===== config.mk =====
export PLATFORM = sky130hd
export DESIGN_NAME = avalon_protocol_monitor_flat
export DESIGN_NICKNAME = d
export VERILOG_FILES = /design/src/rtl/avalon_protocol_monitor_pkg.sv /design/src/rtl/avalon_protocol_monitor_if.sv /design/src/rtl/avalon_protocol_monitor_latency_sr.sv /design/src/rtl/avalon_protocol_monitor.sv /design/src/flat_wrapper.sv
export SDC_FILE = /design/constraint.sdc
export NUM_CORES = 1
export LEC_CHECK = 0
export BUFFER_PORTS_ARGS = -buffer_cell sky130_fd_sc_hd__clkbuf_2
export CAP_MARGIN = 0
export CORE_MARGIN = 2
export CORE_UTILIZATION = 48
export DETAILED_ROUTE_END_ITERATION = 16
export PLACE_DENSITY_LB_ADDON = 0.25
export SYNTH_ARGS = -nofsm -noshare
export SYNTH_HDL_FRONTEND = slang
export SYNTH_SLANG_ARGS = --single-unit
export TNS_END_PERCENT = 20

===== constraint.sdc =====
create_clock -name clk -period 3.4 [get_ports clk]
set_clock_uncertainty 0.15 [all_clocks]
set_input_delay 0.51 -clock clk [delete_from_list [all_inputs] [get_ports clk]]
set_output_delay 0.51 -clock clk [all_outputs]
set_load 0.02 [all_outputs]

===== src/rtl/avalon_protocol_monitor_pkg.sv =====
// Shared types for the Avalon-MM protocol monitor: bus modes, error codes, burst FSM states.
// No logic here beyond a priority encoder used to pick the reported first error.
// Error codes double as bit indices into the err_pulse / err_sticky vectors.
package avalon_mon_pkg;

  typedef enum logic [2:0] {
    MODE_WAITREQ    = 3'd0,
    MODE_FIXED_WAIT = 3'd1,
    MODE_PIPE_VAR   = 3'd2,
    MODE_PIPE_FIXED = 3'd3,
    MODE_BURST      = 3'd4
  } avalon_mode_e;

  typedef enum logic [3:0] {
    ERR_NONE             = 4'd0,
    ERR_RW_BOTH          = 4'd1,
    ERR_STALL_UNSTABLE   = 4'd2,
    ERR_FIXED_HOLD       = 4'd3,
    ERR_RDV_UNEXPECTED   = 4'd4,
    ERR_OVERFLOW         = 4'd5,
    ERR_FIXED_LATENCY    = 4'd6,
    ERR_BURST_ADDR       = 4'd7,
    ERR_BURST_INTERLEAVE = 4'd8,
    ERR_BURSTCOUNT_ZERO  = 4'd9,
    ERR_BBT              = 4'd10
  } err_code_e;

  // Bit 0 (ERR_NONE) exists only so codes index the vector directly; it never fires.
  localparam int NB_ERR = 11;

  typedef enum logic {
    BURST_IDLE   = 1'b0,
    BURST_ACTIVE = 1'b1
  } burst_state_e;

  // Lowest set error code wins when several fire in the same cycle.
  function automatic err_code_e first_code(input logic [NB_ERR-1:0] v);
    err_code_e code;
    code = ERR_NONE;
    for (int i = NB_ERR - 1; i >= 1; i--) begin
      if (v[i]) code = err_code_e'(4'(i));
    end
    return code;
  endfunction

endpackage


===== src/rtl/avalon_protocol_monitor_if.sv =====
// Avalon-MM link signals between one master and one slave, plus a passive tap view.
// Pure wiring, no latency.
// waitrequest / readdatavalid carry the slave-side flow control.
interface avalon_mon_if #(
  parameter int NBDATABYTES = 2,
  parameter int NBADDRBITS  = 8
);
  localparam int DW = 8 * NBDATABYTES;

  logic [NBADDRBITS-1:0]  address;
  logic [NBDATABYTES-1:0] byteenable;
  logic [DW-1:0]          readdata;
  logic [DW-1:0]          writedata;
  logic                   read;
  logic                   write;
  logic                   waitrequest;
  logic                   readdatavalid;
  logic [7:0]             burstcount;
  logic                   beginbursttransfer;

  modport master (
    output address, byteenable, writedata, read, write, burstcount, beginbursttransfer,
    input  readdata, waitrequest, readdatavalid
  );

  modport slave (
    input  address, byteenable, writedata, read, write, burstcount, beginbursttransfer,
    output readdata, waitrequest, readdatavalid
  );

  // Observer view: every signal is an input, the monitor never drives the link.
  modport mon (
    input address, byteenable, readdata, writedata, read, write,
          waitrequest, readdatavalid, burstcount, beginbursttransfer
  );

endinterface


===== src/rtl/avalon_protocol_monitor_latency_sr.sv =====
// Fixed-latency read checker: delays read accepts by FIXEDDELAY cycles and compares to readdatavalid.
// mismatch is combinational from the current readdatavalid and the shift register tap.
// Passive, never stalls anything.
module avalon_mon_latency_sr #(
  parameter int FIXEDDELAY = 2
) (
  input  logic clk,
  input  logic rst,
  input  logic rd_accept,
  input  logic readdatavalid,
  output logic mismatch
);

  logic [FIXEDDELAY-1:0] sr;

  // Bit 0 holds the accept from the previous cycle; the top bit is when data is due.
  always_ff @(posedge clk or posedge rst) begin
    if (rst) sr <= '0;
    else     sr <= (sr << 1) | FIXEDDELAY'(rd_accept);
  end

  assign mismatch = readdatavalid != sr[FIXEDDELAY-1];

endmodule


===== src/rtl/avalon_protocol_monitor.sv =====
// Passive Avalon-MM protocol checker with error pulses, sticky flags, first-error capture and pending-read tracking.
// Errors appear on err_pulse one cycle after the offending clock edge; status outputs are all registered.
// Never backpressures: observes waitrequest/readdatavalid only.
module avalon_protocol_monitor
  import avalon_mon_pkg::*;
#(
  parameter int AVALONMODE  = 0,
  parameter int NBDATABYTES = 2,
  parameter int NBADDRBITS  = 8,
  parameter int WRITEDELAY  = 2,
  parameter int READDELAY   = 1,
  parameter int FIXEDDELAY  = 2,
  parameter int MAXPENDING  = 8,
  localparam int PW = $clog2(MAXPENDING * 256 + 1)
) (
  input  logic              clk,
  input  logic              rst,
  avalon_mon_if.mon         bus,
  input  logic              clear,
  output logic [NB_ERR-1:0] err_pulse,
  output logic [NB_ERR-1:0] err_sticky,
  output logic [3:0]        first_err,
  output logic [31:0]       first_err_cycle,
  output logic [PW-1:0]     pending
);

  localparam int DW = 8 * NBDATABYTES;
  localparam bit M_FIXED = (AVALONMODE == int'(MODE_FIXED_WAIT));
  localparam bit M_STALL = !M_FIXED;
  localparam bit M_PEND  = (AVALONMODE >= int'(MODE_PIPE_VAR));
  localparam bit M_BURST = (AVALONMODE == int'(MODE_BURST));
  // In burst mode each outstanding command may carry up to 256 beats.
  localparam int LIMIT   = M_BURST ? MAXPENDING * 256 : MAXPENDING;

  logic unused_readdata;
  assign unused_readdata = ^bus.readdata;

  logic cmd, rd_acc, wr_acc;
  assign cmd    = bus.read | bus.write;
  assign rd_acc = bus.read & ~bus.waitrequest;
  assign wr_acc = bus.write & ~bus.waitrequest;

  // ---------------- previous-cycle command snapshot ----------------
  logic [NBADDRBITS-1:0]  addr_q;
  logic [NBDATABYTES-1:0] be_q;
  logic [DW-1:0]          wd_q;
  logic                   rd_q, wr_q, stall_q;
  logic [7:0]             bc_q;

  // Capture the command as seen this cycle so stability can be checked next cycle.
  always_ff @(posedge clk or posedge rst) begin
    if (rst) begin
      addr_q  <= '0;
      be_q    <= '0;
      wd_q    <= '0;
      rd_q    <= 1'b0;
      wr_q    <= 1'b0;
      bc_q    <= '0;
      stall_q <= 1'b0;
    end else begin
      addr_q  <= bus.address;
      be_q    <= bus.byteenable;
      wd_q    <= bus.writedata;
      rd_q    <= bus.read;
      wr_q    <= bus.write;
      bc_q    <= bus.burstcount;
      stall_q <= cmd & bus.waitrequest;
    end
  end

  logic same_cmd, stall_err;
  assign same_cmd = (bus.address == addr_q) && (bus.byteenable == be_q) &&
                    (bus.read == rd_q) && (bus.write == wr_q) &&
                    (!wr_q || bus.writedata == wd_q) &&
                    (!M_BURST || bus.burstcount == bc_q);
  // Dropping the command entirely also shows up as read/write mismatch.
  assign stall_err = stall_q && !(cmd && same_cmd);

  // ---------------- fixed-wait hold counters ----------------
  logic [7:0] rd_hold, wr_hold;
  logic       rd_hold_err, wr_hold_err;
  assign rd_hold_err = (rd_hold != 8'd0) &&
                       (!bus.read || bus.address != addr_q || bus.byteenable != be_q);
  assign wr_hold_err = (wr_hold != 8'd0) &&
                       (!bus.write || bus.address != addr_q || bus.byteenable != be_q ||
                        bus.writedata != wd_q);

  // Load on the rising edge of read/write, count down while held, abandon on a violation.
  always_ff @(posedge clk or posedge rst) begin
    if (rst) begin
      rd_hold <= '0;
      wr_hold <= '0;
    end else begin
      if (rd_hold_err)            rd_hold <= '0;
      else if (rd_hold != 8'd0)   rd_hold <= rd_hold - 8'd1;
      else if (bus.read && !rd_q) rd_hold <= 8'(READDELAY);

      if (wr_hold_err)             wr_hold <= '0;
      else if (wr_hold != 8'd0)    wr_hold <= wr_hold - 8'd1;
      else if (bus.write && !wr_q) wr_hold <= 8'(WRITEDELAY);
    end
  end

  // ---------------- outstanding read beats ----------------
  logic [PW-1:0] pend_q;
  logic [31:0]   pend_inc, pend_sum;
  logic          rdv_unexp, pend_ovf;

  assign pend_inc  = rd_acc ? (M_BURST ? 32'(bus.burstcount) : 32'd1) : 32'd0;
  assign rdv_unexp = bus.readdatavalid && (pend_q == '0);
  assign pend_sum  = 32'(pend_q) + pend_inc - 32'(bus.readdatavalid && !rdv_unexp);
  assign pend_ovf  = pend_sum > 32'(LIMIT);

  // Net update of accepted beats and returned data; saturate at the limit.
  always_ff @(posedge clk or posedge rst) begin
    if (rst)           pend_q <= '0;
    else if (!M_PEND)  pend_q <= '0;
    else if (pend_ovf) pend_q <= PW'(LIMIT);
    else               pend_q <= pend_sum[PW-1:0];
  end

  assign pending = pend_q;

  // ---------------- fixed-latency read check ----------------
  logic lat_err;
  generate
    if (AVALONMODE == int'(MODE_PIPE_FIXED) && FIXEDDELAY >= 1) begin : g_lat
      avalon_mon_latency_sr #(.FIXEDDELAY(FIXEDDELAY)) u_lat (
        .clk           (clk),
        .rst           (rst),
        .rd_accept     (rd_acc),
        .readdatavalid (bus.readdatavalid),
        .mismatch      (lat_err)
      );
    end else begin : g_no_lat
      assign lat_err = 1'b0;
    end
  endgenerate

  // ---------------- burst write FSM ----------------
  burst_state_e          bst_q, bst_d;
  logic [7:0]            left_q, left_d, bbc_q, bbc_d;
  logic [NBADDRBITS-1:0] baddr_q, baddr_d;
  logic                  burst_addr_err, interleave_err, bbt_exp;

  // Burst state register; held idle outside burst mode.
  always_ff @(posedge clk or posedge rst) begin
    if (rst) begin
      bst_q   <= BURST_IDLE;
      left_q  <= '0;
      bbc_q   <= '0;
      baddr_q <= '0;
    end else begin
      bst_q   <= M_BURST ? bst_d : BURST_IDLE;
      left_q  <= left_d;
      bbc_q   <= bbc_d;
      baddr_q <= baddr_d;
    end
  end

  // Track remaining write beats and flag address/count drift or reads inside a burst.
  always_comb begin
    bst_d          = bst_q;
    left_d         = left_q;
    bbc_d          = bbc_q;
    baddr_d        = baddr_q;
    burst_addr_err = 1'b0;
    interleave_err = 1'b0;
    case (bst_q)
      BURST_IDLE: begin
        if (wr_acc && bus.burstcount > 8'd1) begin
          bst_d   = BURST_ACTIVE;
          left_d  = bus.burstcount - 8'd1;
          bbc_d   = bus.burstcount;
          baddr_d = bus.address;
        end
      end
      BURST_ACTIVE: begin
        burst_addr_err = bus.write && (bus.address != baddr_q || bus.burstcount != bbc_q);
        interleave_err = bus.read;
        if (wr_acc) begin
          left_d = left_q - 8'd1;
          if (left_q == 8'd1) bst_d = BURST_IDLE;
        end
      end
      default: bst_d = BURST_IDLE;
    endcase
  end

  // A new command (not a stalled continuation) outside a burst must carry the marker.
  assign bbt_exp = cmd && !stall_q && (bst_q == BURST_IDLE);

  // ---------------- error collection ----------------
  logic [NB_ERR-1:0] err_raw;

  // Gather every check, masking those that do not apply to this mode.
  always_comb begin
    err_raw                       = '0;
    err_raw[ERR_RW_BOTH]          = bus.read & bus.write;
    err_raw[ERR_STALL_UNSTABLE]   = M_STALL & stall_err;
    err_raw[ERR_FIXED_HOLD]       = M_FIXED & (rd_hold_err | wr_hold_err);
    err_raw[ERR_RDV_UNEXPECTED]   = M_PEND & rdv_unexp;
    err_raw[ERR_OVERFLOW]         = M_PEND & pend_ovf;
    err_raw[ERR_FIXED_LATENCY]    = lat_err;
    err_raw[ERR_BURST_ADDR]       = M_BURST & burst_addr_err;
    err_raw[ERR_BURST_INTERLEAVE] = M_BURST & interleave_err;
    err_raw[ERR_BURSTCOUNT_ZERO]  = M_BURST & (rd_acc | wr_acc) & (bus.burstcount == 8'd0);
    err_raw[ERR_BBT]              = M_BURST & (bus.beginbursttransfer != bbt_exp);
  end

  logic [31:0] cyc_q, cyc_next;
  err_code_e   first_err_q;
  assign cyc_next = (cyc_q == 32'hFFFF_FFFF) ? cyc_q : cyc_q + 32'd1;

  // Status registers: pulses every cycle, sticky/first-error until clear; clear beats a same-cycle error.
  always_ff @(posedge clk or posedge rst) begin
    if (rst) begin
      cyc_q           <= '0;
      err_pulse       <= '0;
      err_sticky      <= '0;
      first_err_q     <= ERR_NONE;
      first_err_cycle <= '0;
    end else begin
      cyc_q     <= cyc_next;
      err_pulse <= err_raw;
      if (clear) begin
        err_sticky      <= '0;
        first_err_q     <= ERR_NONE;
        first_err_cycle <= '0;
      end else begin
        err_sticky <= err_sticky | err_raw;
        if (first_err_q == ERR_NONE && err_raw != '0) begin
          first_err_q     <= first_code(err_raw);
          first_err_cycle <= cyc_next;
        end
      end
    end
  end

  assign first_err = first_err_q;

endmodule


===== src/flat_wrapper.sv =====
// flat-port wrapper written by rule: the top's interface ports become plain ports
module avalon_protocol_monitor_flat import avalon_mon_pkg::*;
#(
  parameter int AVALONMODE  = 0,
  parameter int NBDATABYTES = 2,
  parameter int NBADDRBITS  = 8,
  parameter int WRITEDELAY  = 2,
  parameter int READDELAY   = 1,
  parameter int FIXEDDELAY  = 2,
  parameter int MAXPENDING  = 8,
  localparam int PW = $clog2(MAXPENDING * 256 + 1)
)
  (clk, rst, clear, err_pulse, err_sticky, first_err, first_err_cycle, pending, bus_address, bus_byteenable, bus_readdata, bus_writedata, bus_read, bus_write, bus_waitrequest, bus_readdatavalid, bus_burstcount, bus_beginbursttransfer);
  avalon_mon_if #(.NBDATABYTES(NBDATABYTES), .NBADDRBITS(NBADDRBITS)) bus_i ();
  input  logic clk;
  input  logic rst;
  input  logic clear;
  output logic [NB_ERR-1:0] err_pulse;
  output logic [NB_ERR-1:0] err_sticky;
  output logic [3:0] first_err;
  output logic [31:0] first_err_cycle;
  output logic [PW-1:0] pending;
  input wire logic [$bits(bus_i.address)-1:0] bus_address;
  input wire logic [$bits(bus_i.byteenable)-1:0] bus_byteenable;
  input wire logic [$bits(bus_i.readdata)-1:0] bus_readdata;
  input wire logic [$bits(bus_i.writedata)-1:0] bus_writedata;
  input wire logic [$bits(bus_i.read)-1:0] bus_read;
  input wire logic [$bits(bus_i.write)-1:0] bus_write;
  input wire logic [$bits(bus_i.waitrequest)-1:0] bus_waitrequest;
  input wire logic [$bits(bus_i.readdatavalid)-1:0] bus_readdatavalid;
  input wire logic [$bits(bus_i.burstcount)-1:0] bus_burstcount;
  input wire logic [$bits(bus_i.beginbursttransfer)-1:0] bus_beginbursttransfer;
  assign bus_i.address = bus_address;
  assign bus_i.byteenable = bus_byteenable;
  assign bus_i.readdata = bus_readdata;
  assign bus_i.writedata = bus_writedata;
  assign bus_i.read = bus_read;
  assign bus_i.write = bus_write;
  assign bus_i.waitrequest = bus_waitrequest;
  assign bus_i.readdatavalid = bus_readdatavalid;
  assign bus_i.burstcount = bus_burstcount;
  assign bus_i.beginbursttransfer = bus_beginbursttransfer;
  avalon_protocol_monitor #(.AVALONMODE(AVALONMODE), .NBDATABYTES(NBDATABYTES), .NBADDRBITS(NBADDRBITS), .WRITEDELAY(WRITEDELAY), .READDELAY(READDELAY), .FIXEDDELAY(FIXEDDELAY), .MAXPENDING(MAXPENDING)) u_core (.clk(clk), .rst(rst), .bus(bus_i), .clear(clear), .err_pulse(err_pulse), .err_sticky(err_sticky), .first_err(first_err), .first_err_cycle(first_err_cycle), .pending(pending));
endmodule

# [Word-level counts from Yosys, hierarchy flattened]
# Cells that the tools add are included.
[classes] add_sub_neg=1 bitwise_logic=4 eq_ne=6 n_mux=8 reduce_logical=13
[ops] op="32-bit 2-to-1 mux" n=3
[ops] op="32-bit by 1-bit adder with 32-bit output, second input constant" n=1
[ops] op="32-bit equality test, second input constant" n=1
[ops] op="16-bit equality test" n=1
[ops] op="11-bit 2-to-1 mux" n=1
[ops] op="11-bit by 3-bit bitwise OR with 11-bit output" n=1
[ops] op="11-bit nonzero test" n=1
[ops] op="8-bit equality test" n=1
[ops] op="4-bit 2-to-1 mux" n=2
[ops] op="1-bit logical AND" n=7
[ops] op="4-bit zero test" n=1
[ops] op="2-bit 2-to-1 mux" n=2
[ops] op="1-bit AND" n=2
[ops] op="1-bit equality test" n=2
[ops] op="2-bit equality test" n=1
[ops] op="1-bit zero test" n=2
[ops] op="2-bit nonzero test" n=1
[ops] op="1-bit logical OR" n=1
[ops] op="1-bit bitwise OR" n=1
[totals] ff_bits=110 elab_cells=43 output_inout_bits=70 input_bits=58

# [Logic depth before layout (Yosys ltp)]
[depth] word_depth=12 depth_mapped=8 depth_no_buf=7

# [Least setup slack after synthesis]
# No wires, ideal clock.
[synth_path] path_kind="input to register" start="in bus_writedata[9]" end="reg u_core.first_err_cycle[29]" setup_slack_ns=0.959 required_time_ns=3.122 n_path_buf=2 setup_time_ns=0.128 path_stages=8 t_arrival_ns=2.164 cell_sequence="xor2_1 nor4_1 nand4_1 o22a_1 o32a_1 buf_4 buf_2 mux2_1"
[synth_between] elab_chain_cells=9
[synth_lines] item="from (decl)" line_no="flat_wrapper.sv:26" text="input wire logic [$bits(bus_i.writedata)-1:0] bus_writedata;"
[synth_lines] item="16-bit equality test" line_no="avalon_protocol_monitor.sv:74" text="(!wr_q || bus.writedata == wd_q) &&"
[synth_lines] item="1-bit logical OR" line_no="avalon_protocol_monitor.sv:74"
[synth_lines] item="1-bit logical AND" line_no="avalon_protocol_monitor.sv:73" text="(bus.read == rd_q) && (bus.write == wr_q) &&"
[synth_lines] item="1-bit logical AND" line_no="avalon_protocol_monitor.sv:77" text="assign stall_err = stall_q && !(cmd && same_cmd);"
[synth_lines] item="1-bit zero test" line_no="avalon_protocol_monitor.sv:77"
[synth_lines] item="1-bit logical AND" line_no="avalon_protocol_monitor.sv:77"
[synth_lines] item="11-bit nonzero test" line_no="avalon_protocol_monitor.sv:232" text="if (first_err_q == ERR_NONE && err_raw != '0) begin"
[synth_lines] item="1-bit logical AND" line_no="avalon_protocol_monitor.sv:232"
[synth_lines] item="2-bit nonzero test (no line)"
[synth_lines] item="to (signal assigned)" line_no="avalon_protocol_monitor.sv:234" text="first_err_cycle <= cyc_next;"
[synth_lines] item="to (decl)" line_no="avalon_protocol_monitor.sv:23" text="output logic [31:0] first_err_cycle,"
# No other way between the ends.
# A chain may end at the register's enable or synchronous reset.

# [Final worst setup path]
[layout_path] start="reg u_core.wd_q[14]" end="reg u_core.first_err_cycle[29]"
[layout_between] elab_chain_cells=9
[layout_lines] item="from (decl)" line_no="avalon_protocol_monitor.sv:46" text="logic [DW-1:0] wd_q;"
[layout_lines] item="from (signal assigned)" line_no="avalon_protocol_monitor.sv:63" text="wd_q <= bus.writedata;"
[layout_lines] item="16-bit equality test" line_no="avalon_protocol_monitor.sv:74"
[layout_lines] item="1-bit logical OR" line_no="avalon_protocol_monitor.sv:74"
[layout_lines] item="1-bit logical AND" line_no="avalon_protocol_monitor.sv:73"
[layout_lines] item="1-bit logical AND" line_no="avalon_protocol_monitor.sv:77"
[layout_lines] item="1-bit zero test" line_no="avalon_protocol_monitor.sv:77"
[layout_lines] item="1-bit logical AND" line_no="avalon_protocol_monitor.sv:77"
[layout_lines] item="11-bit nonzero test" line_no="avalon_protocol_monitor.sv:232"
[layout_lines] item="1-bit logical AND" line_no="avalon_protocol_monitor.sv:232"
[layout_lines] item="2-bit nonzero test (no line)"
# No other way between the ends.

==> impl_metrics.env <==
export IMPL_multi_input_area_um2=2050
export IMPL_clkTransAtPathRegs_ns=0.10
export IMPL_path_max_fanout=32
export IMPL_vias=3164
export IMPL_grt_met3_usage=0.0426
export IMPL_fin_crit_sh=0.779
export IMPL_worstSetupPathType="register to register"
export IMPL_io_pins=128
export IMPL_holdWs_ns=0.122
export IMPL_grt_max_degree=67
export IMPL_status="finished, final reports clean"
export IMPL_ir_worst_vdd_uv=233
export IMPL_nFillCells=883
export IMPL_regArea_um2=2480
export IMPL_synth_cell_area_um2=4800
export IMPL_netSwitchingFraction=0.257
export IMPL_cts_made_buffers=9
export IMPL_avgRoutedWirePerCell_um=14.1
export IMPL_grt_first_pass_wirelength_um=15200
export IMPL_worst_pin_slew_ns=0.884
export IMPL_io_buffer_count=69
export IMPL_p_leak_nw=2.55
export IMPL_synth_edff_count=0
export IMPL_met2_usage=0.272
export IMPL_hpwlAfterDp_um=6200
export IMPL_grtUsageTotal=0.172
export IMPL_layout_nets=543
export IMPL_totalPowerFinal_mw=2.17
export IMPL_coreArea_um2=9730
export IMPL_intPower_mw=1.61
export IMPL_ctsResizeCount=0
export IMPL_drive_gt1_frac=0.258
export IMPL_critPathMaxStageDelay_ns=0.70
export IMPL_post_route_util=0.547
export IMPL_cts_tree="yes"
export IMPL_yosys_register_bits=99
export IMPL_ys_async_sr_fraction=1.00
export IMPL_worst_hold_path_type="input pin to register"
export IMPL_grt_overflow_total=0
export IMPL_drc=0
export IMPL_areaGrowthSynthToFinish_pct=10.9
export IMPL_busiest_layer="met2"
export IMPL_synth_cell_types=58
export IMPL_avgSynthCellArea_um2=11.5
export IMPL_path_cells="xor2_1 -> nor4_1 -> nand3_1 -> o22a_1 -> o32a_2 -> mux2_1"
export IMPL_grt_pass1_vias=3284
export IMPL_wl_um=8780
export IMPL_start_util=0.493
export IMPL_clock_latency_ns=0.36
export IMPL_cts_setup_buffers=0
export IMPL_cap_violations=0
export IMPL_clk_path_buf_depth=2
export IMPL_powerDensity_nw_per_um2=408
export IMPL_placed_area_um2=5130
export IMPL_start_kind="register"
export IMPL_placementRows=36
export IMPL_place_congestion=0.796
export IMPL_antenna_found_initial=0
export IMPL_antenna_cells=0
export IMPL_htreeDepth=3
export IMPL_slew_headroom=0.411
export IMPL_synth_most_common_cell="dfrtp_1"
export IMPL_drtIter0Drc=127
export IMPL_worstPathRequired_ns=3.50
export IMPL_hold_buffers=0
export IMPL_finalMaxSlewViolations=0
export IMPL_synth_top_area_frac=0.516
export IMPL_final_area_um2=5330
export IMPL_synthCells=418
export IMPL_synthFlopType="dfrtp_1"
export IMPL_die_w_um=104
export IMPL_power_frac_clock=0.351
export IMPL_synth_common_cells="dfrtp_1, buf_4, xor2_1, mux2_2, nand2_1"
export IMPL_cts_num_sinks=99
export IMPL_period_minus_slack_ns=2.65
export IMPL_yosys_area_top_type="dfrtp_1"
export IMPL_hold_viol=0
export IMPL_synth_area_top_cells="dfrtp_1, xor2_1, buf_4, mux2_2, mux2i_1"
export IMPL_via_per_inst=5.09
export IMPL_cts_root_buf="clkbuf_8"
export IMPL_die_area_um2=10800
export IMPL_rsz0062_at_grt="no"
export IMPL_critPathSlowestCell="o32a_2"
export IMPL_tns_ns=0
export IMPL_arrival_ns=2.74
export IMPL_finalSetupViolCount=0
export IMPL_die_y_um=104
export IMPL_fmax_ghz=0.378
export IMPL_yosys_warnings=0
export IMPL_drtAntennaViolNets=0
export IMPL_pwr_share_seq=0.560
export IMPL_synth_seq_area_share=0.516
export IMPL_grt_use_met1=0.225
export IMPL_p_sw_uw=559
export IMPL_drt_pass1_iter_count=4
export IMPL_power_frac_comb=0.088
export IMPL_end_kind="register"
[power by group through the flow]
stage | registers [mW] | logic [mW] | clock network [mW]
6_report | 1.22 | 0.192 | 0.764
5_1_grt | 1.22 | 0.215 | 0.827
4_1_cts | 1.22 | 0.196 | 0.785
3_5_place_dp | 1.24 | 0.196 | 0
3_3_place_gp | 1.24 | 0.192 | 0
2_1_floorplan | 1.25 | 0.154 | 0
[path summary, 6_finish.rpt]
check,depth (start not counted),endpoint,startpoint,slack [ns]
worst max-delay path,6,u_core.first_err_cycle[29]$_DFFE_PP0P_,u_core.wd_q[14]$_DFF_PP0_,0.75
worst min register to register,1,u_core.cyc_q[19]$_DFF_PP0_,u_core.cyc_q[19]$_DFF_PP0_,0.34
min in group asynchronous,2,u_core.wd_q[14]$_DFF_PP0_,rst,0.14
max in group asynchronous,3,u_core.cyc_q[4]$_DFF_PP0_,rst,2.29
worst min-delay path,1,u_core.addr_q[7]$_DFF_PP0_,bus_address[7],0.12
worst max register to register,6,u_core.first_err_cycle[29]$_DFFE_PP0P_,u_core.wd_q[14]$_DFF_PP0_,0.75
[state kept, by name (all words and copies together), names as in the netlist]
| name | flops |
|---|---|
| u_core.cyc_q | 32 |
| u_core.first_err_cycle | 32 |
| u_core.wd_q | 16 |
| u_core.addr_q | 8 |
| u_core.be_q | 2 |
| u_core.err_pulse | 2 |
| u_core.err_sticky | 2 |
| u_core.first_err | 2 |
| u_core.rd_q | 1 |
| u_core.stall_q | 1 |
| u_core.wr_q | 1 |
[final cells by class]
class / instances / area share
flip-flops and latches: 99 / 0.465
multi-input cells: 285 / 0.384
repair buffers: 71 / 0.0700
well taps: 133 / 0.0313
clock buffers: 11 / 0.0247
inverters: 18 / 0.0132
clock inverters: 5 / 0.0115
[layer usage]
layer  routed length [um]  vias up
met5                    0        -
met4                  138        0
met3                  514       11
met2                 4050       90
met1                 4080     1532
li1                     -     1531
[cells by family (layout without fill, tap and decap cells)]
group	after synthesis	after routing	synth area share
xor gates and xnor gates	43	43	0.0785
buffers and inverters	65	105	0.0821
DFF	99	99	0.516
muxes	37	37	0.0839
and+or+nand+nor	122	122	0.154
adders and majority gates	1	1	0.00261
other	1	32	0.000781
AOI/OAI and AO/OA	50	50	0.0824
[cell usage in the layout (no fill, tap or decap), types with 5 or more instances in the layout]
cell type and n:
clkbuf_8 9, nand4_1 12, xnor2_1 10, a21oi_1 12
nand3_1 11, nor4_1 9, nand2_1 19, nor2b_1 15
conb_1 32, mux2_2 20, clkbuf_2 69, o31ai_1 5
nand2b_1 8, dfrtp_1 99, xor2_1 33, o21ai_0 8
mux2i_1 14, inv_1 17, nor2_1 17
[through the flow]
stage | instances | setup WS [ns]
6_report | 622 | 0.753
5_1_grt | 622 | 0.507
4_1_cts | 622 | 0.688
3_5_place_dp | 606 | 0.483
3_3_place_gp | 606 | 0.539
2_1_floorplan | 449 | 0.150
[worst max-delay path: cells and delay by family, from the launching register on]
kind / cells / cell delay (ns)
AO/OA/AOI/OAI: 2 / 0.91
AND/OR/NAND/NOR: 2 / 0.47
multiplexers: 1 / 0.43
flip-flops: 1 / 0.39
XOR/XNOR: 1 / 0.16
Power figures use the tool's default switching activity.
